--- config.mk ---
export PLATFORM = sky130hd
export DESIGN_NAME = nn_frame_sequencer_flat
export DESIGN_NICKNAME = d
export VERILOG_FILES = /design/src/rtl/nn_frame_sequencer_if.sv /design/src/rtl/nn_frame_sequencer.sv /design/src/flat_wrapper.sv
export SDC_FILE = /design/constraint.sdc
export NUM_CORES = 1
export LEC_CHECK = 0
export ABC_AREA = 1
export ABC_CLOCK_PERIOD_IN_PS = 7700
export BUFFER_PORTS_ARGS = -buffer_cell sky130_fd_sc_hd__buf_4
export CAP_MARGIN = 20
export CORE_MARGIN = 8
export CORE_UTILIZATION = 50
export CTS_CLUSTER_SIZE = 24
export DETAILED_ROUTE_END_ITERATION = 6
export HOLD_SLACK_MARGIN = 0.05
export PLACE_DENSITY = 0.76
export SETUP_SLACK_MARGIN = 0.4
export SLEW_MARGIN = 30
export SYNTH_ARGS = -nofsm -noshare
export SYNTH_HDL_FRONTEND = slang
export SYNTH_SLANG_ARGS = --single-unit
--- constraint.sdc ---
create_clock -name clk -period 7.7 [get_ports clk]
set_input_delay 0.77 -clock clk [delete_from_list [all_inputs] [get_ports clk]]
set_output_delay 0.77 -clock clk [all_outputs]
set_load 0.01 [all_outputs]
--- src/rtl/nn_frame_sequencer_if.sv ---
// Bus bundle for nn_frame_sequencer.
//   fb_*   : synchronous-RAM read port; read data is valid 1 cycle after fb_rd_en
//   axis_* : pixel stream to the network (valid/ready)
//   m_*    : AXI-Lite read-address and read-data channels used to fetch the result
// master = sequencer side, slave = frame buffer / network side.
interface nn_frame_sequencer_if #(
    parameter int DATA_W = 8,
    parameter int ADDR_W = 10,
    parameter int AXI_W  = 32
);
    logic              fb_rd_en;
    logic [ADDR_W-1:0] fb_rd_addr;
    logic [DATA_W-1:0] fb_rd_data;

    logic [DATA_W-1:0] axis_data;
    logic              axis_valid;
    logic              axis_ready;

    logic [31:0]       m_araddr;
    logic              m_arvalid;
    logic              m_arready;
    logic [AXI_W-1:0]  m_rdata;
    logic              m_rvalid;
    logic              m_rready;

    modport master (
        output fb_rd_en, fb_rd_addr, input fb_rd_data,
        output axis_data, axis_valid, input axis_ready,
        output m_araddr, m_arvalid, input m_arready,
        input m_rdata, m_rvalid, output m_rready
    );

    modport slave (
        input fb_rd_en, fb_rd_addr, output fb_rd_data,
        input axis_data, axis_valid, output axis_ready,
        input m_araddr, m_arvalid, output m_arready,
        output m_rdata, m_rvalid, input m_rready
    );
endinterface

--- src/rtl/nn_frame_sequencer.sv ---
// nn_frame_sequencer: on a start pulse, streams NUM_PIX pixels from a frame
// buffer to the network, waits for the network's done level (intr) with a
// timeout, reads the classification over AXI-Lite and reports it.
// Ports:
//   clk, reset        : clock, asynchronous active-high reset
//   start             : 1-cycle pulse, frame captured (ignored while busy)
//   intr              : network-done level
//   bus               : frame-buffer read port, pixel stream, AXI-Lite read master
//   result            : classification (8'hFF on timeout), held until next capture
//   result_valid      : 1-cycle pulse when result is updated
//   busy              : a frame is in flight
//   timeout_err       : sticky, cleared by reset or an accepted start
module nn_frame_sequencer #(
    parameter int DATA_W      = 8,
    parameter int NUM_PIX     = 784,
    parameter int ADDR_W      = 10,
    parameter int AXI_W       = 32,
    parameter int RESULT_ADDR = 8,
    parameter int TIMEOUT     = 65535
) (
    input  logic                 clk,
    input  logic                 reset,
    input  logic                 start,
    input  logic                 intr,
    nn_frame_sequencer_if.master bus,
    output logic [7:0]           result,
    output logic                 result_valid,
    output logic                 busy,
    output logic                 timeout_err
);

    localparam int TO_W = $clog2(TIMEOUT + 1);
    localparam logic [ADDR_W-1:0] LAST_PIX = ADDR_W'(NUM_PIX - 1);
    // Read counter value once every pixel has been requested (NUM_PIX < 2**ADDR_W).
    localparam logic [ADDR_W-1:0] END_PIX  = ADDR_W'(NUM_PIX);

    typedef enum logic [2:0] {IDLE, STREAM, WAIT_INTR, AR, R, DONE} state_t;

    state_t                   state_q, state_d;
    logic [ADDR_W-1:0]        rd_addr_q, rd_addr_d;   // next pixel to request
    logic [ADDR_W-1:0]        tx_cnt_q, tx_cnt_d;     // pixels handed to the network
    logic                     rd_pend_q, rd_pend_d;   // RAM data arrives this cycle
    logic [1:0]               fifo_cnt_q, fifo_cnt_d;
    logic [1:0][DATA_W-1:0]   buf_q, buf_d;           // [0] is the head
    logic [TO_W-1:0]          to_cnt_q, to_cnt_d;
    logic [31:0]              araddr_q, araddr_d;
    logic                     arvalid_q, arvalid_d;
    logic                     rready_q, rready_d;
    logic [7:0]               result_q, result_d;
    logic                     result_valid_q, result_valid_d;
    logic                     busy_q, busy_d;
    logic                     timeout_err_q, timeout_err_d;

    logic                     axis_valid;
    logic                     pop;
    logic [2:0]               occ_next;
    logic                     rd_en;
    logic [TO_W-1:0]          to_inc;
    logic                     unused_rdata;

    assign axis_valid = (fifo_cnt_q != 2'd0);
    assign pop        = axis_valid & bus.axis_ready;
    // Buffer occupancy after this cycle's push and pop. A new read is only
    // issued if its data is guaranteed a slot next cycle, so the two entries
    // never overflow while a steady ready still gives one pixel per cycle.
    assign occ_next   = {1'b0, fifo_cnt_q} + {2'b00, rd_pend_q} - {2'b00, pop};
    assign rd_en      = (state_q == STREAM) && (rd_addr_q != END_PIX) && (occ_next <= 3'd1);
    assign to_inc     = to_cnt_q + TO_W'(1);
    assign unused_rdata = ^bus.m_rdata[AXI_W-1:8];

    always_comb begin
        state_d        = state_q;
        rd_addr_d      = rd_addr_q;
        tx_cnt_d       = tx_cnt_q;
        rd_pend_d      = rd_en;
        fifo_cnt_d     = fifo_cnt_q;
        buf_d          = buf_q;
        to_cnt_d       = to_cnt_q;
        araddr_d       = araddr_q;
        result_d       = result_q;
        result_valid_d = 1'b0;
        timeout_err_d  = timeout_err_q;

        // Skid buffer: push the returning RAM word, pop the head on handshake.
        case ({rd_pend_q, pop})
            2'b10: begin
                if (fifo_cnt_q == 2'd0) buf_d[0] = bus.fb_rd_data;
                else                    buf_d[1] = bus.fb_rd_data;
                fifo_cnt_d = fifo_cnt_q + 2'd1;
            end
            2'b01: begin
                buf_d[0]   = buf_q[1];
                fifo_cnt_d = fifo_cnt_q - 2'd1;
            end
            2'b11: begin
                if (fifo_cnt_q == 2'd1) begin
                    buf_d[0] = bus.fb_rd_data;
                end else begin
                    buf_d[0] = buf_q[1];
                    buf_d[1] = bus.fb_rd_data;
                end
            end
            default: ;
        endcase

        if (rd_en) rd_addr_d = rd_addr_q + ADDR_W'(1);
        if (pop)   tx_cnt_d  = tx_cnt_q + ADDR_W'(1);

        case (state_q)
            IDLE, DONE: begin
                state_d = IDLE;
                if (start) begin
                    state_d       = STREAM;
                    rd_addr_d     = '0;
                    tx_cnt_d      = '0;
                    rd_pend_d     = 1'b0;
                    fifo_cnt_d    = 2'd0;
                    timeout_err_d = 1'b0;
                end
            end
            STREAM: begin
                if (pop && tx_cnt_q == LAST_PIX) begin
                    state_d  = WAIT_INTR;
                    to_cnt_d = '0;
                end
            end
            WAIT_INTR: begin
                to_cnt_d = to_inc;
                // intr takes priority over a timeout landing in the same cycle
                if (intr) begin
                    state_d = AR;
                end else if (to_inc == TO_W'(TIMEOUT)) begin
                    state_d        = IDLE;
                    timeout_err_d  = 1'b1;
                    result_d       = 8'hFF;
                    result_valid_d = 1'b1;
                end
            end
            AR: if (bus.m_arready) state_d = R;
            R: begin
                if (bus.m_rvalid) begin
                    result_d = bus.m_rdata[7:0];
                    state_d  = DONE;
                end
            end
            default: state_d = IDLE;
        endcase

        // Outputs are registered from the next state so they line up with it.
        arvalid_d = (state_d == AR);
        rready_d  = (state_d == R);
        busy_d    = (state_d == STREAM) || (state_d == WAIT_INTR) || (state_d == AR) || (state_d == R);
        if (state_d == DONE) result_valid_d = 1'b1;
        if (state_d == AR)   araddr_d = 32'(RESULT_ADDR);
    end

    always_ff @(posedge clk or posedge reset) begin
        if (reset) begin
            state_q        <= IDLE;
            rd_addr_q      <= '0;
            tx_cnt_q       <= '0;
            rd_pend_q      <= 1'b0;
            fifo_cnt_q     <= 2'd0;
            buf_q          <= '0;
            to_cnt_q       <= '0;
            araddr_q       <= '0;
            arvalid_q      <= 1'b0;
            rready_q       <= 1'b0;
            result_q       <= 8'h00;
            result_valid_q <= 1'b0;
            busy_q         <= 1'b0;
            timeout_err_q  <= 1'b0;
        end else begin
            state_q        <= state_d;
            rd_addr_q      <= rd_addr_d;
            tx_cnt_q       <= tx_cnt_d;
            rd_pend_q      <= rd_pend_d;
            fifo_cnt_q     <= fifo_cnt_d;
            buf_q          <= buf_d;
            to_cnt_q       <= to_cnt_d;
            araddr_q       <= araddr_d;
            arvalid_q      <= arvalid_d;
            rready_q       <= rready_d;
            result_q       <= result_d;
            result_valid_q <= result_valid_d;
            busy_q         <= busy_d;
            timeout_err_q  <= timeout_err_d;
        end
    end

    // Address is parked at 0 when no read is issued so it never leaves 0..NUM_PIX-1.
    assign bus.fb_rd_en   = rd_en;
    assign bus.fb_rd_addr = rd_en ? rd_addr_q : '0;
    assign bus.axis_data  = buf_q[0];
    assign bus.axis_valid = axis_valid;
    assign bus.m_araddr   = araddr_q;
    assign bus.m_arvalid  = arvalid_q;
    assign bus.m_rready   = rready_q;
    assign result         = result_q;
    assign result_valid   = result_valid_q;
    assign busy           = busy_q;
    assign timeout_err    = timeout_err_q;

endmodule

--- src/flat_wrapper.sv ---
// flat-port wrapper written by rule: the top's interface ports become plain ports
module nn_frame_sequencer_flat 
#(
    parameter int DATA_W      = 8,
    parameter int NUM_PIX     = 784,
    parameter int ADDR_W      = 10,
    parameter int AXI_W       = 32,
    parameter int RESULT_ADDR = 8,
    parameter int TIMEOUT     = 65535
)
  (clk, reset, start, intr, result, result_valid, busy, timeout_err, bus_fb_rd_en, bus_fb_rd_addr, bus_fb_rd_data, bus_axis_data, bus_axis_valid, bus_axis_ready, bus_m_araddr, bus_m_arvalid, bus_m_arready, bus_m_rdata, bus_m_rvalid, bus_m_rready);
  nn_frame_sequencer_if #(.DATA_W(DATA_W), .ADDR_W(ADDR_W), .AXI_W(AXI_W)) bus_i ();
  input  logic clk;
  input  logic reset;
  input  logic start;
  input  logic intr;
  output logic [7:0] result;
  output logic result_valid;
  output logic busy;
  output logic timeout_err;
  output wire logic [$bits(bus_i.fb_rd_en)-1:0] bus_fb_rd_en;
  output wire logic [$bits(bus_i.fb_rd_addr)-1:0] bus_fb_rd_addr;
  input wire logic [$bits(bus_i.fb_rd_data)-1:0] bus_fb_rd_data;
  output wire logic [$bits(bus_i.axis_data)-1:0] bus_axis_data;
  output wire logic [$bits(bus_i.axis_valid)-1:0] bus_axis_valid;
  input wire logic [$bits(bus_i.axis_ready)-1:0] bus_axis_ready;
  output wire logic [$bits(bus_i.m_araddr)-1:0] bus_m_araddr;
  output wire logic [$bits(bus_i.m_arvalid)-1:0] bus_m_arvalid;
  input wire logic [$bits(bus_i.m_arready)-1:0] bus_m_arready;
  input wire logic [$bits(bus_i.m_rdata)-1:0] bus_m_rdata;
  input wire logic [$bits(bus_i.m_rvalid)-1:0] bus_m_rvalid;
  output wire logic [$bits(bus_i.m_rready)-1:0] bus_m_rready;
  assign bus_fb_rd_en = bus_i.fb_rd_en;
  assign bus_fb_rd_addr = bus_i.fb_rd_addr;
  assign bus_i.fb_rd_data = bus_fb_rd_data;
  assign bus_axis_data = bus_i.axis_data;
  assign bus_axis_valid = bus_i.axis_valid;
  assign bus_i.axis_ready = bus_axis_ready;
  assign bus_m_araddr = bus_i.m_araddr;
  assign bus_m_arvalid = bus_i.m_arvalid;
  assign bus_i.m_arready = bus_m_arready;
  assign bus_i.m_rdata = bus_m_rdata;
  assign bus_i.m_rvalid = bus_m_rvalid;
  assign bus_m_rready = bus_i.m_rready;
  nn_frame_sequencer #(.DATA_W(DATA_W), .NUM_PIX(NUM_PIX), .ADDR_W(ADDR_W), .AXI_W(AXI_W), .RESULT_ADDR(RESULT_ADDR), .TIMEOUT(TIMEOUT)) u_core (.clk(clk), .reset(reset), .start(start), .intr(intr), .bus(bus_i), .result(result), .result_valid(result_valid), .busy(busy), .timeout_err(timeout_err));
endmodule
* Word-level counts from Yosys, hierarchy flattened
Index checks and enable logic that the tools add are counted.
Storage, ports and cells: bits in registers 72, bits of input ports 47, output and inout bits 65, word-level logic and storage cells 108
Operators by class: add/subtract/negate cells 7, order comparisons 1, equality and inequality tests 25, mux-type cells 39, bitwise logic cells 1, reduce and logical (&&, ||, !) cells 20
Operators by type and width (number):
- two-way mux 10 bit | 7
- two-way mux 8 bit | 7
- case mux 16 bit (2 select lines) | 1
- case mux 8 bit (2 select lines) | 2
- case mux 8 bit (3 select lines) | 1
- adder 10 x 1 -> 10 bit, second input constant | 2
- adder 16 x 1 -> 16 bit, second input constant | 1
- == test 16 bit, second input constant | 1
- two-way mux 16 bit | 1
- two-way mux 3 bit | 5
- case mux 3 bit (5 select lines) | 1
- == test 3 x 2 -> 1 bit, second input constant | 4
- == test 3 bit, second input constant | 4
- != test 2 bit, second input constant | 6
- == test 10 bit, second input constant | 1
- two-way mux 1 bit | 10
- != test 10 bit, second input constant | 1
- nonzero test 2 bit | 5
- AND reduction 4 bit | 2
- == test 3 x 1 -> 1 bit, second input constant | 2
- == test 2 x 1 -> 1 bit, second input constant | 2
- == test 2 bit, second input constant | 2
- two-way mux 2 bit | 2
- != test 2 x 1 -> 1 bit, second input constant | 2
- other kinds (16) | 21

* Logic depth before layout (Yosys ltp)
depth in word-level cells 9, depth in mapped cells 16, gate-level depth less buffers 16

* Worst setup path before layout
OpenSTA, ideal clock, no wires.
kind input to output, start input port bus_axis_ready, end output port bus_fb_rd_addr[0], arrival time 2.728 ns, data required time 6.930 ns, path slack 4.202 ns, stages 11, buffers on the path 0, cell sequence nand2_1 -> inv_1 -> ha_1 -> inv_1 -> ha_1 -> fa_1 -> xnor2_1 -> nor3b_1 -> nand2_1 -> inv_1 -> ha_1
Between the ends: cells in the longest elaborated chain, start to end 5
Ends and longest elaborated chain:
- from (decl) | line flat_wrapper.sv:26 | input wire logic [$bits(bus_i.axis_ready)-1:0] bus_axis_ready;
- AND 1 bit | line nn_frame_sequencer.sv:62 | assign pop = axis_valid & bus.axis_ready;
- subtractor 3 x 1 -> 3 bit | line nn_frame_sequencer.sv:66 | assign occ_next = {1'b0, fifo_cnt_q} + {2'b00, rd_pend_q} - {2'b00, pop};
- <= comparator 3 x 1 -> 1 bit | line nn_frame_sequencer.sv:67 | assign rd_en = (state_q == STREAM) && (rd_addr_q != END_PIX) && (occ_next <= 3'd1);
- logical AND 1 bit | line nn_frame_sequencer.sv:67
- net bus_fb_rd_en | line flat_wrapper.sv:21 | output wire logic [$bits(bus_i.fb_rd_en)-1:0] bus_fb_rd_en;
- two-way mux 10 bit | line nn_frame_sequencer.sv:193 | assign bus.fb_rd_addr = rd_en ? rd_addr_q : '0;
- to (decl) | line flat_wrapper.sv:22 | output wire logic [$bits(bus_i.fb_rd_addr)-1:0] bus_fb_rd_addr;
The timed path passes the listed nets, and every way through them passes these cells.

* Worst setup path after layout
start register u_core.fifo_cnt_q[1], end output port bus_fb_rd_addr[0]
Between the ends: cells in the longest elaborated chain, start to end 6, elaborated cells on any way between the ends 7, those cells by class add/sub: 2; order compare: 1; mux: 1; bitwise: 1; reduce/logical: 2
Ends and longest elaborated chain:
- from (decl) | line nn_frame_sequencer.sv:43 | logic [1:0] fifo_cnt_q, fifo_cnt_d;
- from (signal assigned) | line nn_frame_sequencer.sv:178 | fifo_cnt_q <= fifo_cnt_d;
- branches (longest 2 deep; another with adder 2 x 1 -> 3 bit)
- subtractor 3 x 1 -> 3 bit * | line nn_frame_sequencer.sv:66
- <= comparator 3 x 1 -> 1 bit * | line nn_frame_sequencer.sv:67
- logical AND 1 bit * | line nn_frame_sequencer.sv:67
- two-way mux 10 bit * | line nn_frame_sequencer.sv:193
Every way passes the cells marked *.

==> metrics.yaml <==
synth:
  synth_common_cells: "111 x nand2_1, 76 x inv_1, 72 x dfrtp_1"
  yosysWarnings: 0
  synth_top_area_cell: "dfrtp_1"
  synth_area_leaders: "dfrtp_1 42%, nand2_1 9.8%, buf_4 6.9%"
  synth_top_area_share_pct: 42.2
  syn_area_per_cell_um2: 7.88
  ys_ff_latch: 72
  synth-main-ff-cell: "dfrtp_1"
  synth_edf_count: 0
  ys_async_sr_fraction_pct: 100
  syn_area_um2: 4270
  syn_inst: 542
  synth.most_common_cell: "nand2_1"
  yosys.cell_types.count: 39
  seq_area_frac_synth_pct: 42.2
global_routing:
  grt_pass1_wl_mm: 15.7
  grt_max_degree: 73
  antenna_found_initial: 0
  grt_pass1_vias: 3552
  grt_usage_pct: 16.3
  overflow: 0
sta:
  final-hold-violation-count: 0
  fmax_ghz: 0.220
  final.setup_skew_ns: 0.00974
  setup_viol: 0
  max_slew_margin_pct: 53.8
  timing.final.crit_share_pct: 59.0
  period_minus_slack_ns: 4.54
  rsz0062_at_grt: "no"
  drv_slew: 0
  fin_tns_setup_ns: 0
  max_slew.worst_pin.slew_ns: 0.690
routing:
  vias: 3537
  wl_mm: 9.29
  ant_nets: 0
  via_per_inst: 5.02
  first_pass_iters: 5
  wl_per_cell_um: 13.2
  drt_first_iter_violations: 162
  drc: 0
critical_path:
  r2r_slack_ns: 4.04
  required_ns: 6.93
  crit_top_cell: "inv_1"
  critPathKind: "reg -> out"
  startpoint_type: "flip-flop"
  worstPathArrival_ns: 3.77
  cpPeakStageDelay_ns: 0.42
  path_cells: "inv_1 -> ha_1 -> inv_1 -> nand2_1 -> inv_1 -> ha_1 -> inv_1 -> fa_1 -> xnor2_1 -> nor3b_1 -> nand2_1 -> inv_1 -> ha_1 -> buf_4"
  end_kind: "output pin"
  worstPathMaxFanout: 15
  slowest_stage: "fa_1"
die:
  dieArea_um2: 11800
  row_count: 33
  core_area_um2: 8260
  die_h_um: 108
  start_util_pct: 51.7
  die_x_um: 108
  ios: 112
pwr:
  p_leak_uw: 0.00266
  vdd_drop_max_mv: 0.188
  p_per_area_nw_per_um2: 279
cts:
  clkLatencyLatePin_ns: 0.34
  clkTransAtPathRegs_ns: 0.08
  htree_levels: 3
  ctsResizeCount: 0
  cts.sinks: 72
  cts_setup_buffers: 0
  root_buffer: "clkbuf_8"
  cts_buffers: 9
  clock_path_buffers: 2
  cts_tree: "yes"
  cts_hold_buffers: 0
finish:
  fillers: 755
  final_nets: 654
  multi_input_area_um2: 1980
  drive_gt1_share_pct: 20.4
  regArea_um2: 1800
  final_cells: 704
  syn2layout_area_growth_pct: 14.4
  antenna_cells: 0
placed_design:
  portBuffers: 56
  dp_hpwl_mm: 6.96
  placed_cells: 688
  gp_congestion: 0.874
worst_hold_path:
  hold_class: "reg -> reg"
run_status:
  run_status: "complete, no violations"
job:
  cap_violations: 0
[per-stage QoR]
step / worst slack, ns / area [um^2] / hold WS [ns] / utilization, % / total power, uW
2_1_floorplan: 4.20 / 4380 / 0.447 / - / 875
3_3_place_gp: 3.52 / 4620 / 0.459 / 56.0 / 983
3_5_place_dp: 3.42 / 4630 / 0.468 / 56.1 / 1010
4_1_cts: 3.12 / 4870 / 0.493 / 59.0 / 1370
5_1_grt: 2.81 / 4880 / 0.509 / 59.1 / 1460
6_report: 3.16 / 4880 / 0.489 / 59.1 / 1360
[flip-flops by register name, summed over array words and instances, names as in the netlist]
register	flops
u_core.to_cnt_q	16
u_core.bus.m_rready	1
u_core.busy	1
u_core.state_q	3
u_core.rd_pend_q	1
u_core.bus.m_arvalid	1
u_core.bus.axis_data	8
u_core.bus.m_araddr	1
u_core.fifo_cnt_q	2
u_core.tx_cnt_q	10
u_core.timeout_err	1
u_core.result	8
u_core.rd_addr_q	10
u_core.result_valid	1
u_core.buf_q	8
[metal layers]
layer	up-vias	GRT usage, %	share of wire, %
met5	-	0	0
met4	0	6.65	1.6
met3	13	2.50	3.6
met2	66	29.6	53
met1	1696	18.7	42
li1	1762	-	-
[cell usage in the layout, fill, tap and decap left out, drive strengths merged, types with 2 or more instances in the layout]
cell / synthesis / final
conb: 1 / 31
inv: 78 / 79
clkbuf: 6 / 9
a21oi: 7 / 7
nor3b: 2 / 2
o22ai: 5 / 5
ha: 12 / 12
a31oi: 9 / 9
clkinv: 1 / 2
nand4: 12 / 12
a211oi: 2 / 2
bufinv: 0 / 3
clkinvlp: 0 / 2
nor3: 11 / 11
xor2: 5 / 5
nand2: 122 / 122
nand3: 32 / 32
buf: 40 / 57
nor2: 56 / 56
dfrtp: 72 / 72
or2: 17 / 17
o21ai: 44 / 44
[cell type report]
cell class,instances,area share [%]
flip-flops and latches,72,36.9
multi-input cells,375,40.5
repair buffers,57,8.84
clock inverters,7,2.43
clock buffers,9,2.54
well taps,105,2.69
inverters,79,6.07
[power breakdown]
group	internal (uW)	switching [uW]
Combinational	189	291
Clock	216	145
Sequential	465	56.3
Total	869	492
[kinds of logic (layout without fill, tap and decap cells)]
logic type | after synthesis | count (layout) | share of synthesized area [%]
AND/OR/NAND/NOR | 254 | 254 | 28.9
XOR/XNOR | 6 | 6 | 1.23
AO/OA/AOI/OAI | 71 | 71 | 9.11
adder cells (fa/ha/maj) | 13 | 13 | 3.99
other | 1 | 31 | 0.0878
buffers and inverters | 125 | 152 | 14.4
flip-flops | 72 | 72 | 42.2
[worst paths after layout]
check / from / to / depth (start not counted)
max in group asynchronous: reset / u_core.to_cnt_q[15]$_DFFE_PP0P_ / 3
worst max-delay path: u_core.fifo_cnt_q[1]$_DFF_PP0_ / bus_fb_rd_addr[0] / 14
worst max register to register: u_core.fifo_cnt_q[1]$_DFF_PP0_ / u_core.rd_addr_q[9]$_DFF_PP0_ / 15
worst min register to register: u_core.buf_q[15]$_DFFE_PP0P_ / u_core.buf_q[15]$_DFFE_PP0P_ / 2
min in group asynchronous: reset / u_core.result[5]$_DFFE_PP0P_ / 3
worst min-delay path: u_core.buf_q[15]$_DFFE_PP0P_ / u_core.buf_q[15]$_DFFE_PP0P_ / 2
[worst max-delay path, delay by kind of cell, from the launching register on]
family / cells / cell delay, ns
simple gates: 3 / 0.74
flops: 1 / 0.38
xor+xnor: 1 / 0.13
fa+ha+maj: 4 / 1.19
buf+inv: 6 / 0.99
(Power assumes the default switching activity.)
